==> config.mk <==
export PLATFORM = sky130hd
export DESIGN_NAME = bcd_time_counter
export DESIGN_NICKNAME = d
export VERILOG_FILES = /design/src/rtl/bcd_time_counter.sv
export SDC_FILE = /design/constraint.sdc
export NUM_CORES = 1
export LEC_CHECK = 0
export ABC_AREA = 1
export CAP_MARGIN = 5
export CORE_MARGIN = 4
export CORE_UTILIZATION = 50
export CTS_CLUSTER_SIZE = 12
export DETAILED_ROUTE_END_ITERATION = 6
export PLACE_DENSITY = 0.85
export SYNTH_ARGS = -nofsm -noshare
export SYNTH_HDL_FRONTEND = slang
export SYNTH_SLANG_ARGS = --single-unit
==> constraint.sdc <==
create_clock -name clk -period 2.9 [get_ports clk]
set_input_delay 0.58 -clock clk [delete_from_list [all_inputs] [get_ports clk]]
set_output_delay 0.58 -clock clk [all_outputs]
set_load 0.05 [all_outputs]
==> src/rtl/bcd_time_counter.sv <==
// bcd_time_counter
//   Wrap-around time counter over MIN_COUNT..MAX_COUNT-1 with a binary count and a
//   registered BCD image kept in step by per-digit carry/borrow (no divider).
//   Synchronous BCD preset with range/nibble validation. Stages chain by feeding
//   rollover/borrow into the next stage's inc_tick/dec_tick.
//
//   Optional feature: define BCD_TIME_COUNTER_DOWN_EN to add the decrement path
//   (dec_tick input, borrow output). Undefined: increment/load only.
//
// Ports
//   clk       clock
//   rst       synchronous active-low reset
//   inc_tick  single-cycle increment request
//   dec_tick  single-cycle decrement request (BCD_TIME_COUNTER_DOWN_EN only)
//   load      synchronous preset strobe
//   load_bcd  preset value in BCD, digit 0 in [3:0]
//   count     binary count
//   digits    registered BCD image of count
//   rollover  combinational carry to the next stage
//   borrow    combinational borrow to the next stage (BCD_TIME_COUNTER_DOWN_EN only)
//   load_err  registered one-cycle pulse for a rejected preset
module bcd_time_counter #(
  parameter int unsigned MIN_COUNT = 0,
  parameter int unsigned MAX_COUNT = 60,
  parameter int unsigned DIGITS    = 2,
  localparam int unsigned CW = $clog2(MAX_COUNT),
  localparam int unsigned BW = 4 * DIGITS
) (
  input  logic          clk,
  input  logic          rst,
  input  logic          inc_tick,
`ifdef BCD_TIME_COUNTER_DOWN_EN
  input  logic          dec_tick,
  output logic          borrow,
`endif
  input  logic          load,
  input  logic [BW-1:0] load_bcd,
  output logic [CW-1:0] count,
  output logic [BW-1:0] digits,
  output logic          rollover,
  output logic          load_err
);

  // Wide enough for any 4-digit BCD value (9999).
  localparam int unsigned LW = 14;

  // Elaboration-time only; used for the reset and wrap constants.
  function automatic logic [BW-1:0] to_bcd(input int unsigned v);
    logic [BW-1:0] r;
    int unsigned   t;
    r = '0;
    t = v;
    for (int unsigned i = 0; i < DIGITS; i++) begin
      r[4*i +: 4] = 4'(t % 10);
      t = t / 10;
    end
    return r;
  endfunction

  // Ripple +1 across BCD digits; a digit at 9 wraps to 0 and carries.
  function automatic logic [BW-1:0] bcd_inc(input logic [BW-1:0] d);
    logic [BW-1:0] r;
    logic          carry;
    r     = d;
    carry = 1'b1;
    for (int unsigned i = 0; i < DIGITS; i++) begin
      if (carry) begin
        if (d[4*i +: 4] == 4'd9) begin
          r[4*i +: 4] = 4'd0;
        end else begin
          r[4*i +: 4] = d[4*i +: 4] + 4'd1;
          carry       = 1'b0;
        end
      end
    end
    return r;
  endfunction

  localparam logic [BW-1:0] MinBcd = to_bcd(MIN_COUNT);
  localparam logic [CW-1:0] MinVal = CW'(MIN_COUNT);
  localparam logic [CW-1:0] MaxVal = CW'(MAX_COUNT - 1);

  logic          dec_en;
  logic          inc_go;
  logic          at_max;
  logic          nib_ok;
  logic          load_ok;
  logic [LW-1:0] load_val;
  logic [CW:0]   count_inc;
  logic [CW-1:0] count_d;
  logic [BW-1:0] digits_d;

`ifdef BCD_TIME_COUNTER_DOWN_EN
  localparam logic [BW-1:0] MaxBcd = to_bcd(MAX_COUNT - 1);

  // Ripple -1 across BCD digits; a digit at 0 wraps to 9 and borrows.
  function automatic logic [BW-1:0] bcd_dec(input logic [BW-1:0] d);
    logic [BW-1:0] r;
    logic          brw;
    r   = d;
    brw = 1'b1;
    for (int unsigned i = 0; i < DIGITS; i++) begin
      if (brw) begin
        if (d[4*i +: 4] == 4'd0) begin
          r[4*i +: 4] = 4'd9;
        end else begin
          r[4*i +: 4] = d[4*i +: 4] - 4'd1;
          brw         = 1'b0;
        end
      end
    end
    return r;
  endfunction

  logic        dec_go;
  logic        at_min;
  logic [CW:0] count_dec;

  assign dec_en    = dec_tick;
  assign dec_go    = dec_tick & ~inc_tick & ~load;
  assign at_min    = (count == MinVal);
  assign count_dec = {1'b0, count} - (CW+1)'(1);
  assign borrow    = dec_go & rst & at_min;
`else
  assign dec_en = 1'b0;
`endif

  assign inc_go    = inc_tick & ~dec_en & ~load;
  assign at_max    = (count == MaxVal);
  assign count_inc = {1'b0, count} + (CW+1)'(1);
  assign rollover  = inc_go & rst & at_max;

  // Preset decode: every nibble must be a decimal digit and the value in range.
  always_comb begin
    load_val = '0;
    nib_ok   = 1'b1;
    for (int i = int'(DIGITS) - 1; i >= 0; i--) begin
      nib_ok   = nib_ok & (load_bcd[4*i +: 4] <= 4'd9);
      load_val = (load_val * LW'(10)) + LW'(load_bcd[4*i +: 4]);
    end
    load_ok = nib_ok && (load_val >= LW'(MIN_COUNT)) && (load_val <= LW'(MAX_COUNT - 1));
  end

  always_comb begin
    count_d  = count;
    digits_d = digits;
    if (load) begin
      if (load_ok) begin
        count_d  = CW'(load_val);
        digits_d = load_bcd;
      end
    end else if (inc_go) begin
      if (at_max) begin
        count_d  = MinVal;
        digits_d = MinBcd;
      end else begin
        count_d  = CW'(count_inc);
        digits_d = bcd_inc(digits);
      end
    end
`ifdef BCD_TIME_COUNTER_DOWN_EN
    else if (dec_go) begin
      if (at_min) begin
        count_d  = MaxVal;
        digits_d = MaxBcd;
      end else begin
        count_d  = CW'(count_dec);
        digits_d = bcd_dec(digits);
      end
    end
`endif
  end

  always_ff @(posedge clk) begin
    if (!rst) begin
      count    <= MinVal;
      digits   <= MinBcd;
      load_err <= 1'b0;
    end else begin
      count    <= count_d;
      digits   <= digits_d;
      load_err <= load & ~load_ok;
    end
  end

endmodule

== After elaboration in Yosys (flattened, before gate mapping) ==
Cells that the tools add are included.
Word-level totals
  output and inout bits: 16
  logic and storage cells: 45
  ROM bits: 0
  bits in latches: 0
  memories: 0
  flip-flop bits (word level): 15
  input port bits: 12
  bits in writable memories: 0
Operators by class
  multiply operators: 1
  shift operators: 0
  divide/modulo/power cells: 0
  equal/unequal tests: 4
  add/sub/neg operators: 4
  bitwise gates (word level): 7
  mux-type cells: 15
  $lt $le $gt $ge: 4
  reductions and logical operators: 6
Operators with widths (count)
  $mux W8: 4
  $mux W6: 4
  $mux W4: 3
  $add A8 B4 Y9: 1
  $ge A9 B1 Y1 const B: 1
  $le A9 B6 Y1 const B: 1
  $add A4 B1 Y4 const B: 2
  $eq A4 B4 Y1 const B: 2
  $le A4 B4 Y1 const B: 2
  $mul A4 B3 Y7 const B: 1
  $add A6 B1 Y6 const B: 1
  $eq A6 B6 Y1 const B: 1
  $and A1 B1 Y1: 5
  $mux W1: 4
  $reduce_and A3 Y1: 1
  $reduce_bool A3 Y1: 1
  $logic_and A1 B1 Y1: 2
  $ne A2 B1 Y1 const B: 1
  $not A1 Y1: 2
  $reduce_and A2 Y1: 1
  $reduce_bool A2 Y1: 1

== Logic depth before layout (Yosys ltp) ==
  depth after elaboration: 9
  gate-level depth with buffers: 14
  depth with buffers taken out: 14

== Worst setup path after synthesis ==
Ideal clock, no wire load.
  path type: flip-flop to output port
  start: reg count[0]
  end: out rollover
  arrival time: 2.674 ns
  data required time: 2.320 ns
  stages on the path, launching flop included: 6
  path buffers: 0
  slack: -0.354 ns
  cells stage by stage: dfxtp_1 -> ha_1 -> nand2_1 -> inv_1 -> nand4_1 -> nor4_1
On the way
  word-level cells in the longest chain between the ends: 2
RTL lines
  from (decl): line 38  | output logic [CW-1:0] count,
  from (signal assigned): line 176  | count <= MinVal;
  from (signal assigned): line 180  | count <= count_d;
  $eq A6 B6 Y1: line 129  | assign at_max = (count == MaxVal);
  $and A1 B1 Y1: line 131  | assign rollover = inc_go & rst & at_max;
  to (decl): line 40  | output logic rollover,
No other way between the ends.

== Worst setup path in the final report ==
  start: in load_bcd[5]
  end: reg digits[1]
On the way
  word-level cells in the longest chain between the ends: 7
  elaborated cells on any way between the ends: 10
  those cells by class: add/sub (1); mul (1); order compare (3); eq/ne (1); bitwise (1); reduce/logical (3)
RTL lines
  from (decl): line 37  | input logic [BW-1:0] load_bcd,
  $mul A4 B3 Y7: line 139  | load_val = (load_val * LW'(10)) + LW'(load_bcd[4*i +: 4]);
  $add A8 B4 Y9: line 139
  $ge A9 B1 Y1: line 141  | load_ok = nib_ok && (load_val >= LW'(MIN_COUNT)) && (load_val <= LW'(MAX_COUNT - 1));
  $logic_and A1 B1 Y1: line 141
  $logic_and A1 B1 Y1 (*): line 141
  $ne A2 B1 Y1 (no source line) (*)
  $reduce_and A2 Y1 (no source line) (*)
  to (signal assigned): line 177  | digits <= MinBcd;
  to (signal assigned): line 181  | digits <= digits_d;
  to (decl): line 39  | output logic [BW-1:0] digits,
Mark *: on every way between the ends. The rest lies on a longest branch, timed or not.
A chain may end at the register's enable or synchronous reset.

==> impl_metrics.yaml <==
cts:
  numCtsBuffers: 3
  cts_setup_buffers: 0
  cts_hold_buf: 0
  clkSinkCount: 15
  cts_root_buf: "clkbuf_4"
  cts_tree: "done"
  cts_resized: 0
  htreeDepth: 1
  clkLatencyLatePin_ns: 0.28
  path_clk_slew_ns: 0.09
  clock_path_buffers: 2
sta:
  fin_crit_sh_pct: 96.1
  setup_viol: 0
  timing.final.ws_setup_ns: 0.114
  final.setup.tns_ns: 0
  fin_skew_ns: 0.00553
  slew_viol_final: 0
  worst_pin_slew_ns: 0.513
  period_needed_ns: 2.79
  maxSlewHeadroom_pct: 65.7
  finalHoldViolCount: 0
  fmax_mhz: 359
critical_path:
  crit_arrival_ns: 2.97
  crit_required_ns: 3.08
  path_max_fanout: 7
  timing.critical_path.to_type: "register"
  criticalPathCategory: "input pin to register"
  cp-start-kind: "input pin"
global_routing:
  grt_pass1_vias: 1257
  antenna_found_initial: 0
  grt_max_degree: 15
  grt_pass1_wl_microns: 5340
  track_usage_pct: 19.9
  overflow: 0
detailed_routing:
  drc: 0
  route.met2.wl_microns: 1630
  wl_per_cell_microns: 12.8
  drt_iter0_drc: 56
  totalWireLength_microns: 3410
  routed_via_density: 5.29
  antenna_left: 0
  route.vias.total: 1412
  highest_layer: "met4"
  dr_wl_met3_microns: 165
  first_pass_iters: 4
  m1WireLength_microns: 1550
floorplanning:
  die_area_sq_um: 3460
  core_sq_um: 2480
  die_h_microns: 58.8
  num_rows: 18
  start_util_pct: 52.1
  pin_count: 28
  die_width_microns: 58.8
placement:
  port_buffers: 27
  pre_cts_slack_ns: -0.166
  place_congestion: 0.885
  hpwlAfterDp_microns: 2510
final_layout:
  utilization_pct: 70.7
  area_growth_pct: 35.8
  fill_cells: 219
  nets: 264
  insertedDiodeCount: 0
  layout-drive-gt1-share_pct: 13.5
synth:
  ys_types: 26
  syn_nets: 223
  ys.warnings.count: 0
  synth_area_per_cell_sq_um: 6.55
  synthesis.instances: 197
  syn-cell-area_sq_um: 1290
  synth_seq_area_share_pct: 23.3
  ys_ff_latch: 15
run_status:
  outcome: "finished clean"
job:
  drv_cap: 0
min_path:
  hold_path_class: "register to register"
pwr:
  p_total_uw: 712
  p_leak_uw: 0.000837
  ir_drop_mv: 0.315
  power.density_nw_per_um2: 407
placed cells by master, fill, tap and decap left out, types with 8 or more instances in the layout:
cell type,n
buf_4,12
nand2_1,51
ha_1,10
nand3_1,17
dfxtp_1,15
clkdlybuf4s50_1,25
nor2_1,18
inv_1,28
a21oi_1,8
o21ai_0,8
power by group:
part	switching [uW]	internal (uW)	leakage, uW
Combinational	206	136	0.000699
Clock	67.2	53.4	0.0000150
Sequential	24.1	225	0.000124
through the flow:
step	hold WS (ns)	std cells	area, sq um
finish	0.514	267	1750
global route	0.538	267	1750
CTS	0.521	265	1700
detailed placement	0.503	261	1670
global placement	0.492	261	1670
floorplan	0.701	197	1300
cells by family (layout without fill, tap and decap cells):
kind of cell             after synthesis  after routing  synth area share, %
AND/OR/NAND/NOR                      104            106                 35.6
adder cells (fa/ha/maj)               14             14                 14.7
buffers and inverters                 33             71                 10.8
flip-flops                            15             15                 23.3
XOR/XNOR                               9              9                 6.11
AO/OA/AOI/OAI                         22             22                 9.51
synth_stat cells, drive strengths merged:
cell	n	area share (%)
ha	12	12
nor4	1	0.49
buf	2	1.5
nand3	19	7.8
nand2	56	17
nor2	20	6.0
inv	28	8.1
o22ai	4	1.9
a21oi	9	3.8
nand3b	1	0.58
dfxtp	15	23
fa	2	3.1
a31o	1	0.68
nand4	6	2.9
nor3	1	0.39
o21ai	8	3.1
clkbuf	3	1.2
xor2	6	4.1
xnor2	3	2.0
flip-flops by register name (all words and copies together), names as in the netlist:
signal and flops:
load_err 1, digits 8, count 6
cell type report:
class	count	area, sq um	share of cell area (%)
sequential	15	300	17.1
timing repair buffer	39	373	21.3
tap	30	37.5	2.14
inverter	28	105	6.00
clock buffer	4	26.3	1.50
multi-input combinational	151	910	51.9
path summary, 6_finish.rpt:
check	slack, ns	endpoint	depth (start not counted)	from
worst max-delay path	0.11	digits[1]$_SDFFE_PN0P_	15	load_bcd[5]
worst min-delay path	0.51	count[1]$_SDFFE_PN0P_	2	count[1]$_SDFFE_PN0P_
worst min register to register	0.51	count[1]$_SDFFE_PN0P_	2	count[1]$_SDFFE_PN0P_
worst max register to register	1.12	digits[5]$_SDFFE_PN0P_	10	count[0]$_SDFFE_PN0P_
critical path: stages:
cell	delay, ns
clkdlybuf4s50_1	0.53
ha_4	0.22
ha_4	0.16
fa_1	0.57
inv_1	0.06
nand3_1	0.07
nand2_1	0.07
nor2_1	0.10
nand2_1	0.07
nand3_2	0.11
nand2_2	0.11
nand2_4	0.11
nand2_1	0.08
nand2_1	0.08
nor2_1	0.05
per-layer routing:
metal / up-vias / GRT usage, %
li1: 716 / -
met1: 634 / 27.7
met2: 53 / 30.3
met3: 9 / 3.07
met4: 0 / 8.41
met5: - / 0
(Power assumes the default switching activity.)
